$ cat src/rtl/cdr_pkg.sv
// Shared types and defaults for the CDR frame synchroniser.
// Imported by the FSM and its helper blocks.
package cdr_pkg;

    typedef enum logic [1:0] {
        HUNT,
        VERIFY,
        LOCKED
    } fs_state_t;

    localparam logic [7:0] CDR_SYNC_WORD   = 8'hA5;
    localparam int         CDR_PAYLOAD_LEN = 4;

endpackage

$ cat src/rtl/sat_counter.sv
// 8-bit saturating increment counter with synchronous clear.
// Holds at 8'hFF once reached until cleared.
module sat_counter (
    input  logic       clk,
    input  logic       i_clr,
    input  logic       i_inc,
    output logic [7:0] o_cnt
);

    logic [7:0] r_cnt;

    always_ff @(posedge clk) begin
        if (i_clr) begin
            r_cnt <= 8'h00;
        end else if (i_inc && (r_cnt != 8'hFF)) begin
            r_cnt <= r_cnt + 8'd1;
        end
    end

    assign o_cnt = r_cnt;

endmodule

$ cat src/rtl/cdr_frame_sync.sv
// Frame synchroniser / deserialiser behind the CDR core.
// Hunts for the sync byte, verifies, locks and emits payload bytes.
module cdr_frame_sync
    import cdr_pkg::*;
#(
    parameter logic [7:0] SYNC_WORD   = CDR_SYNC_WORD,
    parameter int         PAYLOAD_LEN = CDR_PAYLOAD_LEN,
    parameter int         LOCK_CNT    = 3,
    parameter int         UNLOCK_CNT  = 2
) (
    input  logic       clk,
    input  logic       rst,
    input  logic       bit_in,
    input  logic       bit_valid,
    output logic [7:0] byte_out,
    output logic       byte_valid,
    output logic       frame_start,
    output logic       locked,
    output logic [7:0] sync_err
);

    localparam logic [2:0] LC = 3'(LOCK_CNT);
    localparam logic [2:0] UC = 3'(UNLOCK_CNT);
    localparam logic [3:0] PL = 4'(PAYLOAD_LEN);

    fs_state_t  r_state;
    fs_state_t  w_state_nxt;
    logic [7:0] r_sr;
    logic [2:0] r_bcnt;
    logic [3:0] r_bycnt;
    logic [2:0] r_good;
    logic [2:0] r_miss;
    logic [7:0] r_byte_out;
    logic       r_byte_valid;
    logic       r_frame_start;
    logic       r_locked;

    logic [7:0] w_sr;
    logic       w_match;
    logic       w_byte_done;
    logic       w_bnd;
    logic [2:0] w_good_inc;
    logic [2:0] w_miss_inc;
    logic [3:0] w_bycnt_adv;
    logic [2:0] w_bcnt_nxt;
    logic [3:0] w_bycnt_nxt;
    logic [2:0] w_good_nxt;
    logic [2:0] w_miss_nxt;
    logic [7:0] w_byte_nxt;
    logic       w_bv_nxt;
    logic       w_fs_nxt;
    logic       w_err_inc;

    assign w_sr        = {r_sr[6:0], bit_in};
    assign w_match     = (w_sr == SYNC_WORD);
    assign w_byte_done = (r_bcnt == 3'd7);
    assign w_bnd       = w_byte_done && (r_bycnt == 4'd0);
    assign w_good_inc  = r_good + 3'd1;
    assign w_miss_inc  = r_miss + 3'd1;
    assign w_bycnt_adv = (r_bycnt == PL) ? 4'd0 : r_bycnt + 4'd1;

    always_comb begin
        w_state_nxt = r_state;
        w_bcnt_nxt  = r_bcnt;
        w_bycnt_nxt = r_bycnt;
        w_good_nxt  = r_good;
        w_miss_nxt  = r_miss;
        w_byte_nxt  = r_byte_out;
        w_bv_nxt    = 1'b0;
        w_fs_nxt    = 1'b0;
        w_err_inc   = 1'b0;
        if (bit_valid) begin
            unique case (r_state)
                HUNT: begin
                    if (w_match) begin
                        w_state_nxt = (LC == 3'd1) ? LOCKED : VERIFY;
                        w_bcnt_nxt  = 3'd0;
                        w_bycnt_nxt = 4'd1;
                        w_good_nxt  = 3'd1;
                        w_miss_nxt  = 3'd0;
                    end
                end
                VERIFY: begin
                    w_bcnt_nxt = r_bcnt + 3'd1;
                    if (w_byte_done) w_bycnt_nxt = w_bycnt_adv;
                    if (w_bnd && w_match) begin
                        w_good_nxt = w_good_inc;
                        if (w_good_inc == LC) begin
                            w_state_nxt = LOCKED;
                            w_miss_nxt  = 3'd0;
                        end
                    end else if (w_bnd) begin
                        w_state_nxt = HUNT;
                        w_bcnt_nxt  = 3'd0;
                        w_bycnt_nxt = 4'd0;
                        w_good_nxt  = 3'd0;
                    end
                end
                LOCKED: begin
                    w_bcnt_nxt = r_bcnt + 3'd1;
                    if (w_byte_done) w_bycnt_nxt = w_bycnt_adv;
                    if (w_byte_done && (r_bycnt != 4'd0)) begin
                        w_bv_nxt   = 1'b1;
                        w_byte_nxt = w_sr;
                    end
                    if (w_bnd && w_match) begin
                        w_fs_nxt   = 1'b1;
                        w_miss_nxt = 3'd0;
                    end else if (w_bnd) begin
                        // alignment is trusted until the miss budget runs out
                        w_err_inc  = 1'b1;
                        w_miss_nxt = w_miss_inc;
                        if (w_miss_inc == UC) begin
                            w_state_nxt = HUNT;
                            w_bcnt_nxt  = 3'd0;
                            w_bycnt_nxt = 4'd0;
                            w_good_nxt  = 3'd0;
                            w_miss_nxt  = 3'd0;
                        end
                    end
                end
                default: w_state_nxt = HUNT;
            endcase
        end
    end

    always_ff @(posedge clk) begin
        if (rst) begin
            r_state       <= HUNT;
            r_sr          <= 8'h00;
            r_bcnt        <= 3'd0;
            r_bycnt       <= 4'd0;
            r_good        <= 3'd0;
            r_miss        <= 3'd0;
            r_byte_out    <= 8'h00;
            r_byte_valid  <= 1'b0;
            r_frame_start <= 1'b0;
            r_locked      <= 1'b0;
        end else begin
            r_state       <= w_state_nxt;
            r_sr          <= bit_valid ? w_sr : r_sr;
            r_bcnt        <= w_bcnt_nxt;
            r_bycnt       <= w_bycnt_nxt;
            r_good        <= w_good_nxt;
            r_miss        <= w_miss_nxt;
            r_byte_out    <= w_byte_nxt;
            r_byte_valid  <= w_bv_nxt;
            r_frame_start <= w_fs_nxt;
            r_locked      <= (w_state_nxt == LOCKED);
        end
    end

    sat_counter u_sync_err (
        .clk   (clk),
        .i_clr (rst),
        .i_inc (w_err_inc),
        .o_cnt (sync_err)
    );

    assign byte_out    = r_byte_out;
    assign byte_valid  = r_byte_valid;
    assign frame_start = r_frame_start;
    assign locked      = r_locked;

endmodule

$ cat config.mk
export PLATFORM = sky130hd
export DESIGN_NAME = cdr_frame_sync
export DESIGN_NICKNAME = d
export VERILOG_FILES = /design/src/rtl/cdr_pkg.sv /design/src/rtl/sat_counter.sv /design/src/rtl/cdr_frame_sync.sv
export SDC_FILE = /design/constraint.sdc
export NUM_CORES = 1
export LEC_CHECK = 0
export BUFFER_PORTS_ARGS = -buffer_cell sky130_fd_sc_hd__buf_4
export CAP_MARGIN = 15
export CORE_ASPECT_RATIO = 0.7
export CORE_UTILIZATION = 40
export CTS_BUF_LIST = sky130_fd_sc_hd__clkbuf_4
export CTS_CLUSTER_SIZE = 40
export DETAILED_ROUTE_END_ITERATION = 16
export MAX_ROUTING_LAYER = met4
export PLACE_DENSITY = 0.58
export SYNTH_ARGS = -nofsm -noshare
export SYNTH_HDL_FRONTEND = slang
export SYNTH_SLANG_ARGS = --single-unit
$ cat constraint.sdc
create_clock -name clk -period 3.4 [get_ports clk]
set_clock_uncertainty 0.2 [all_clocks]
set_input_delay 0.17 -clock clk [delete_from_list [all_inputs] [get_ports clk]]
set_output_delay 0.17 -clock clk [all_outputs]
set_load 0.05 [all_outputs]
* Word level (Yosys, flattened, before mapping)
Index checks and enable logic that the tools add are counted.
** Operators by class
- Add/sub/neg operators :: 5
- Multipliers :: 0
- Div/mod/pow operators :: 0
- Magnitude comparators :: 0
- Equality and inequality tests :: 17
- Shift-type cells :: 0
- Mux-type cells :: 44
- Bitwise gates (word level) :: 2
- Reductions and logical operators :: 13
** Operator list (count)
- $mux W3 :: 17
- $mux W4 :: 8
- $pmux W3 S3 :: 3
- $mux W2 :: 8
- $ne A2 B2 Y1 const B :: 6
- $pmux W4 S3 :: 1
- $add A3 B1 Y3 const B :: 3
- $add A8 B1 Y8 const B :: 1
- $eq A8 B8 Y1 const B :: 1
- $ne A8 B8 Y1 const B :: 1
- $reduce_and A7 Y1 :: 1
- $eq A3 B2 Y1 const B :: 2
- $mux W1 :: 6
- $ne A3 B3 Y1 const B :: 2
- $pmux W2 S3 :: 1
- $reduce_and A3 Y1 :: 2
- $reduce_and A6 Y1 :: 1
- $add A4 B1 Y4 const B :: 1
- $eq A2 B2 Y1 const B :: 2
- $eq A4 B3 Y1 const B :: 1
- $logic_and A1 B1 Y1 :: 4
- $logic_not A4 Y1 :: 1
- $reduce_bool A4 Y1 :: 1
- $eq A3 B3 Y1 const B :: 1
- other kinds (5) :: 6
** Word-level totals
- Register bits after elaboration :: 41
- Latch bits :: 0
- RAM bits :: 0
- Bits in read-only memories :: 0
- Input bits :: 4
- Output and inout port bits :: 19
- Word-level logic and storage cells :: 92
- Memories kept :: 0

* Logic depth before layout (Yosys ltp)
- Depth in word-level cells :: 8
- Depth in mapped cells :: 8
- Depth with buffers taken out :: 7

* By module
Synthesis repeated with hierarchy kept, for this count alone.
** Unflattened totals
- Cells, all modules :: 249
- Area, all modules :: 2204.6 µm²
** Modules (own cells, without submodules)
- cdr_frame_sync :: instances 1, cells an instance 203, area each 1774.2 µm², seq. area each 660.6 µm²
- sat_counter :: instances 1, cells an instance 46, area each 430.4 µm², seq. area each 160.2 µm²

* Least setup slack after synthesis
OpenSTA, ideal clock, no wires.
- Kind :: register to register
- Start :: register r_bcnt[0]
- End :: register r_bycnt[3]
- Data arrival time :: 1974 ps
- Data required time :: 3126 ps
- Setup slack :: 1152 ps
- Cell stages (with the launch flop) :: 9
- Clock period less this slack :: 2248 ps
- Path through :: dfxtp_1 -> ha_1 -> ha_1 -> buf_4 -> and4bb_2 -> o21ai_1 -> o2111a_2 -> or4b_1 -> a31oi_1
** Between the ends
- Word-level cells in the longest chain between the ends :: 6
- Elaborated cells between the ends (all ways) :: 10
- Classes of those cells :: eq/ne: 1; mux: 7; reduce/logical: 2
** Ends and longest elaborated chain
- from (decl) :: line cdr_frame_sync.sv:29 : logic [2:0] r_bcnt;
- from (signal assigned) :: line cdr_frame_sync.sv:142 : r_bcnt <= w_bcnt_nxt;
- $eq A3 B3 Y1 (*) :: line cdr_frame_sync.sv:56 : assign w_byte_done = (r_bcnt == 3'd7);
- $mux W4 :: line cdr_frame_sync.sv:85, cdr_frame_sync.sv:101
- $mux W4 :: line cdr_frame_sync.sv:113 : if (w_miss_inc == UC) begin
- $mux W4 :: line cdr_frame_sync.sv:109 : end else if (w_bnd) begin
- $mux W4 :: line cdr_frame_sync.sv:106 : if (w_bnd && w_match) begin
- $pmux W4 S3 (*) :: line cdr_frame_sync.sv:73 : unique case (r_state)
- to (signal assigned) :: line cdr_frame_sync.sv:143 : r_bycnt <= w_bycnt_nxt;
- to (decl) :: line cdr_frame_sync.sv:30 : logic [3:0] r_bycnt;
Mark *: on every way between the ends. The rest lies on a longest branch, timed or not.
A chain may end at the register's enable or synchronous reset.

* Worst setup path after layout
- Start :: register r_bcnt[0]
- End :: register r_miss[2]
** Between the ends
- Word-level cells in the longest chain between the ends :: 5
- Elaborated cells between the ends (all ways) :: 8
- Classes of those cells :: eq/ne: 3; mux: 2; reduce/logical: 3
** Ends and longest elaborated chain
- $eq A3 B3 Y1 (*) :: line cdr_frame_sync.sv:56
- $logic_and A1 B1 Y1 (*) :: line cdr_frame_sync.sv:57 : assign w_bnd = w_byte_done && (r_bycnt == 4'd0);
- $logic_and A1 B1 Y1 :: line cdr_frame_sync.sv:86, cdr_frame_sync.sv:106
- $ne A3 B3 Y1 (no source line) (tied with other cells)
- $reduce_and A6 Y1 (no source line) or $pmux W3 S3 (tied branches)
- to (signal assigned) :: line cdr_frame_sync.sv:145 : r_miss <= w_miss_nxt;
- to (decl) :: line cdr_frame_sync.sv:32 : logic [2:0] r_miss;
Marked as above.

==> flow_metrics.env <==
export IMPL_worstMarginPinSlew_ns=0.614
export IMPL_routed_via_density=5.39
export IMPL_yosysWarningCount=0
export IMPL_cellLeakagePower_nw=0.879
export IMPL_syn_avg_cell_area_sq_um=9.35
export IMPL_cts_num_sinks=41
export IMPL_period_minus_slack_ns=2.50
export IMPL_drv_slew=0
export IMPL_rsz0062_at_grt="false"
export IMPL_synth_cells=232
export IMPL_hold_viol_final=0
export IMPL_hold_class="in2reg"
export IMPL_cts_hold_buf=1
export IMPL_overflow=0
export IMPL_initial_core_util_pct=41.5
export IMPL_drt_total_wl_mm=4.35
export IMPL_postCtsResizedCells=0
export IMPL_synth_flop_cell="dfxtp_1"
export IMPL_htree_levels=2
export IMPL_dr_wl_met2_mm=1.76
export IMPL_post_cts_setup_buffers=0
export IMPL_io_buffers=22
export IMPL_tns_ns=0
export IMPL_antennaDiodeCount=0
export IMPL_die_area_sq_um=5730
export IMPL_antenna_found_initial=0
export IMPL_clk_latency_ns=0.34
export IMPL_synth_nets=249
export IMPL_crit_type="reg2reg"
export IMPL_outcome="finished clean"
export IMPL_die_width_microns=90.0
export IMPL_routedWlPerCell_microns=13.3
export IMPL_max_freq_mhz=400
export IMPL_cts_tree="built"
export IMPL_syn_area_sq_um=2170
export IMPL_m1WireLength_mm=2.33
export IMPL_p_per_area_nw_per_um2=308
export IMPL_vias=1763
export IMPL_place_ws_ns=0.917
export IMPL_finalPower_uw=757
export IMPL_fill_cells=524
export IMPL_top_layer="met4"
export IMPL_postPlaceCellArea_sq_um=2390
export IMPL_synth_async_reset_ratio_pct=0
export IMPL_clockBufferDepth=2
export IMPL_rows=22
export IMPL_grt_max_degree=42
export IMPL_ys_types=48
export IMPL_ant_nets=0
export IMPL_syn2layout_area_growth_pct=13.4
export IMPL_dp_hpwl_mm=3.07
export IMPL_gp_congestion=0.840
export IMPL_fin_area_sq_um=2460
export IMPL_final_nets=271
export IMPL_worstPathRequired_ns=3.46
export IMPL_drive_gt1_share_pct=16.9
export IMPL_ys_seq_elements=41
export IMPL_initialDrtViolationCount=113
export IMPL_first_pass_iters=4
export IMPL_die_h_microns=63.6
export IMPL_track_usage_pct=16.5
export IMPL_fin_ws_ns=0.902
export IMPL_synth_edf_count=0
export IMPL_root_buffer="clkbuf_4"
export IMPL_grt_pass1_vias=1598
export IMPL_reg2reg_slack_ns=0.90
export IMPL_worstPathArrival_ns=2.56
export IMPL_ir_drop_v=0.000167
export IMPL_setup_viol=0
export IMPL_cp_start_kind="flop"
export IMPL_worst_path_max_fanout=10
export IMPL_layout_worst_path_cycle_share_pct=73.5
export IMPL_max_slew_margin_pct=58.9
export IMPL_seq_area_frac_synth_pct=37.8
export IMPL_drc=0
export IMPL_max_cap_viol_count=0
export IMPL_met3_length_microns=215
export IMPL_grt_first_pass_wirelength_mm=7.38
export IMPL_crit_path_end_kind="flop"
export IMPL_core_area_sq_um=5230
export IMPL_cts_buffers_inserted=5
export IMPL_io_pins=23
export IMPL_clk_pin_slew_ns=0.12
placed cells by master, fill, tap and decap left out, drive strengths merged, types with 4 or more instances in the layout:
cell / instances
a211oi: 4
a21oi: 16
buf: 22
clkbuf: 7
dfxtp: 41
ha: 13
inv: 10
mux2i: 18
nand2: 7
nand2b: 4
nand3: 8
nand4: 4
nand4bb: 4
nor2: 31
nor4: 4
o21ai: 11
or4: 5
xnor2: 8
cell type report:
cell class | instances | area (sq um) | share of cell area [%]
Multi-Input combinational cell | 173 | 1280 | 51.9
Sequential cell | 41 | 821 | 33.4
Timing Repair Buffer | 23 | 175 | 7.12
Tap cell | 72 | 90.1 | 3.66
Clock buffer | 7 | 52.6 | 2.14
Inverter | 10 | 37.5 | 1.53
Clock inverter | 1 | 7.51 | 0.305
worst max-delay path: stages, from the launching register on:
cell       delay, ns
dfxtp_1         0.37
ha_1            0.16
ha_1            0.35
nand4bb_4       0.20
nor3_2          0.27
a31oi_2         0.17
or4_1           0.54
a21oi_1         0.17
layer usage:
| layer | global-route usage, % | up-vias |
|---|---|---|
| met5 | - | - |
| met1 | 22.3 | 834 |
| met2 | 23.6 | 43 |
| met4 | 5.44 | 0 |
| met3 | 4.47 | 5 |
| li1 | - | 881 |
power by group:
group          switching, mW  internal, mW  total [mW]
combinational         0.0142       0.00786      0.0221
sequential           0.00200         0.482       0.484
clock                  0.154        0.0977       0.251
cells by family after synthesis:
group,Yosys count,synth area share (%)
fa+ha+maj,13,7.50
compound gates,47,14.5
mux,18,8.30
flops,41,37.8
simple gates,86,24.9
xor+xnor,9,3.63
buf+inv,18,3.34
flip-flops by register name, indices dropped and copies added, names as in the netlist:
register and count:
u_sync_err.o_cnt 8, r_sr 7, frame_start 1, r_state 2, r_good 3, byte_valid 1
r_bycnt 4, locked 1, r_bcnt 3, byte_out 8, r_miss 3
stage by stage:
step,hold slack [ns],std cells,util [%]
2_1_floorplan,0.117,232,-
3_3_place_gp,0.249,318,45.7
3_5_place_dp,0.250,318,45.7
4_1_cts,0.00871,327,47.0
5_1_grt,0.0237,327,47.0
6_report,0.0137,327,47.0
Yosys cell counts, drive strengths merged (2+ instances only):
library cell  number  share of area (%)
nand4bb            4                4.3
a211oi             4                1.4
nor2              31                5.4
nand2b             4                1.2
a31oi              2               0.87
clkbuf             5               0.87
dfxtp             41                 38
buf                3               0.75
nor2b              3               0.87
mux2i             18                8.3
or4                5                1.7
ha                13                7.5
or2                2               0.58
o21ai             11                3.1
inv               10                1.7
nand3              8                1.8
o31ai              3                1.0
nor3               3               0.92
nor4               4                1.2
a21oi             16                3.9
nand2              7                1.2
xnor2              8                3.2
and2               3               0.87
and4bb             3                1.7
nand4              4                1.2
nor3b              2               0.69
o211ai             2               0.69
path summary, 6_finish.rpt:
| check | depth (start not counted) | from | end |
|---|---|---|---|
| worst max-delay path | 7 | r_bcnt[0] | r_miss[2] |
| worst min-delay path | 3 | bit_valid | r_sr[4] |
| worst max register to register | 7 | r_bcnt[0] | r_miss[2] |
| worst min register to register | 2 | r_bcnt[1] | r_bcnt[1] |
Power figures use the tool's default switching activity.
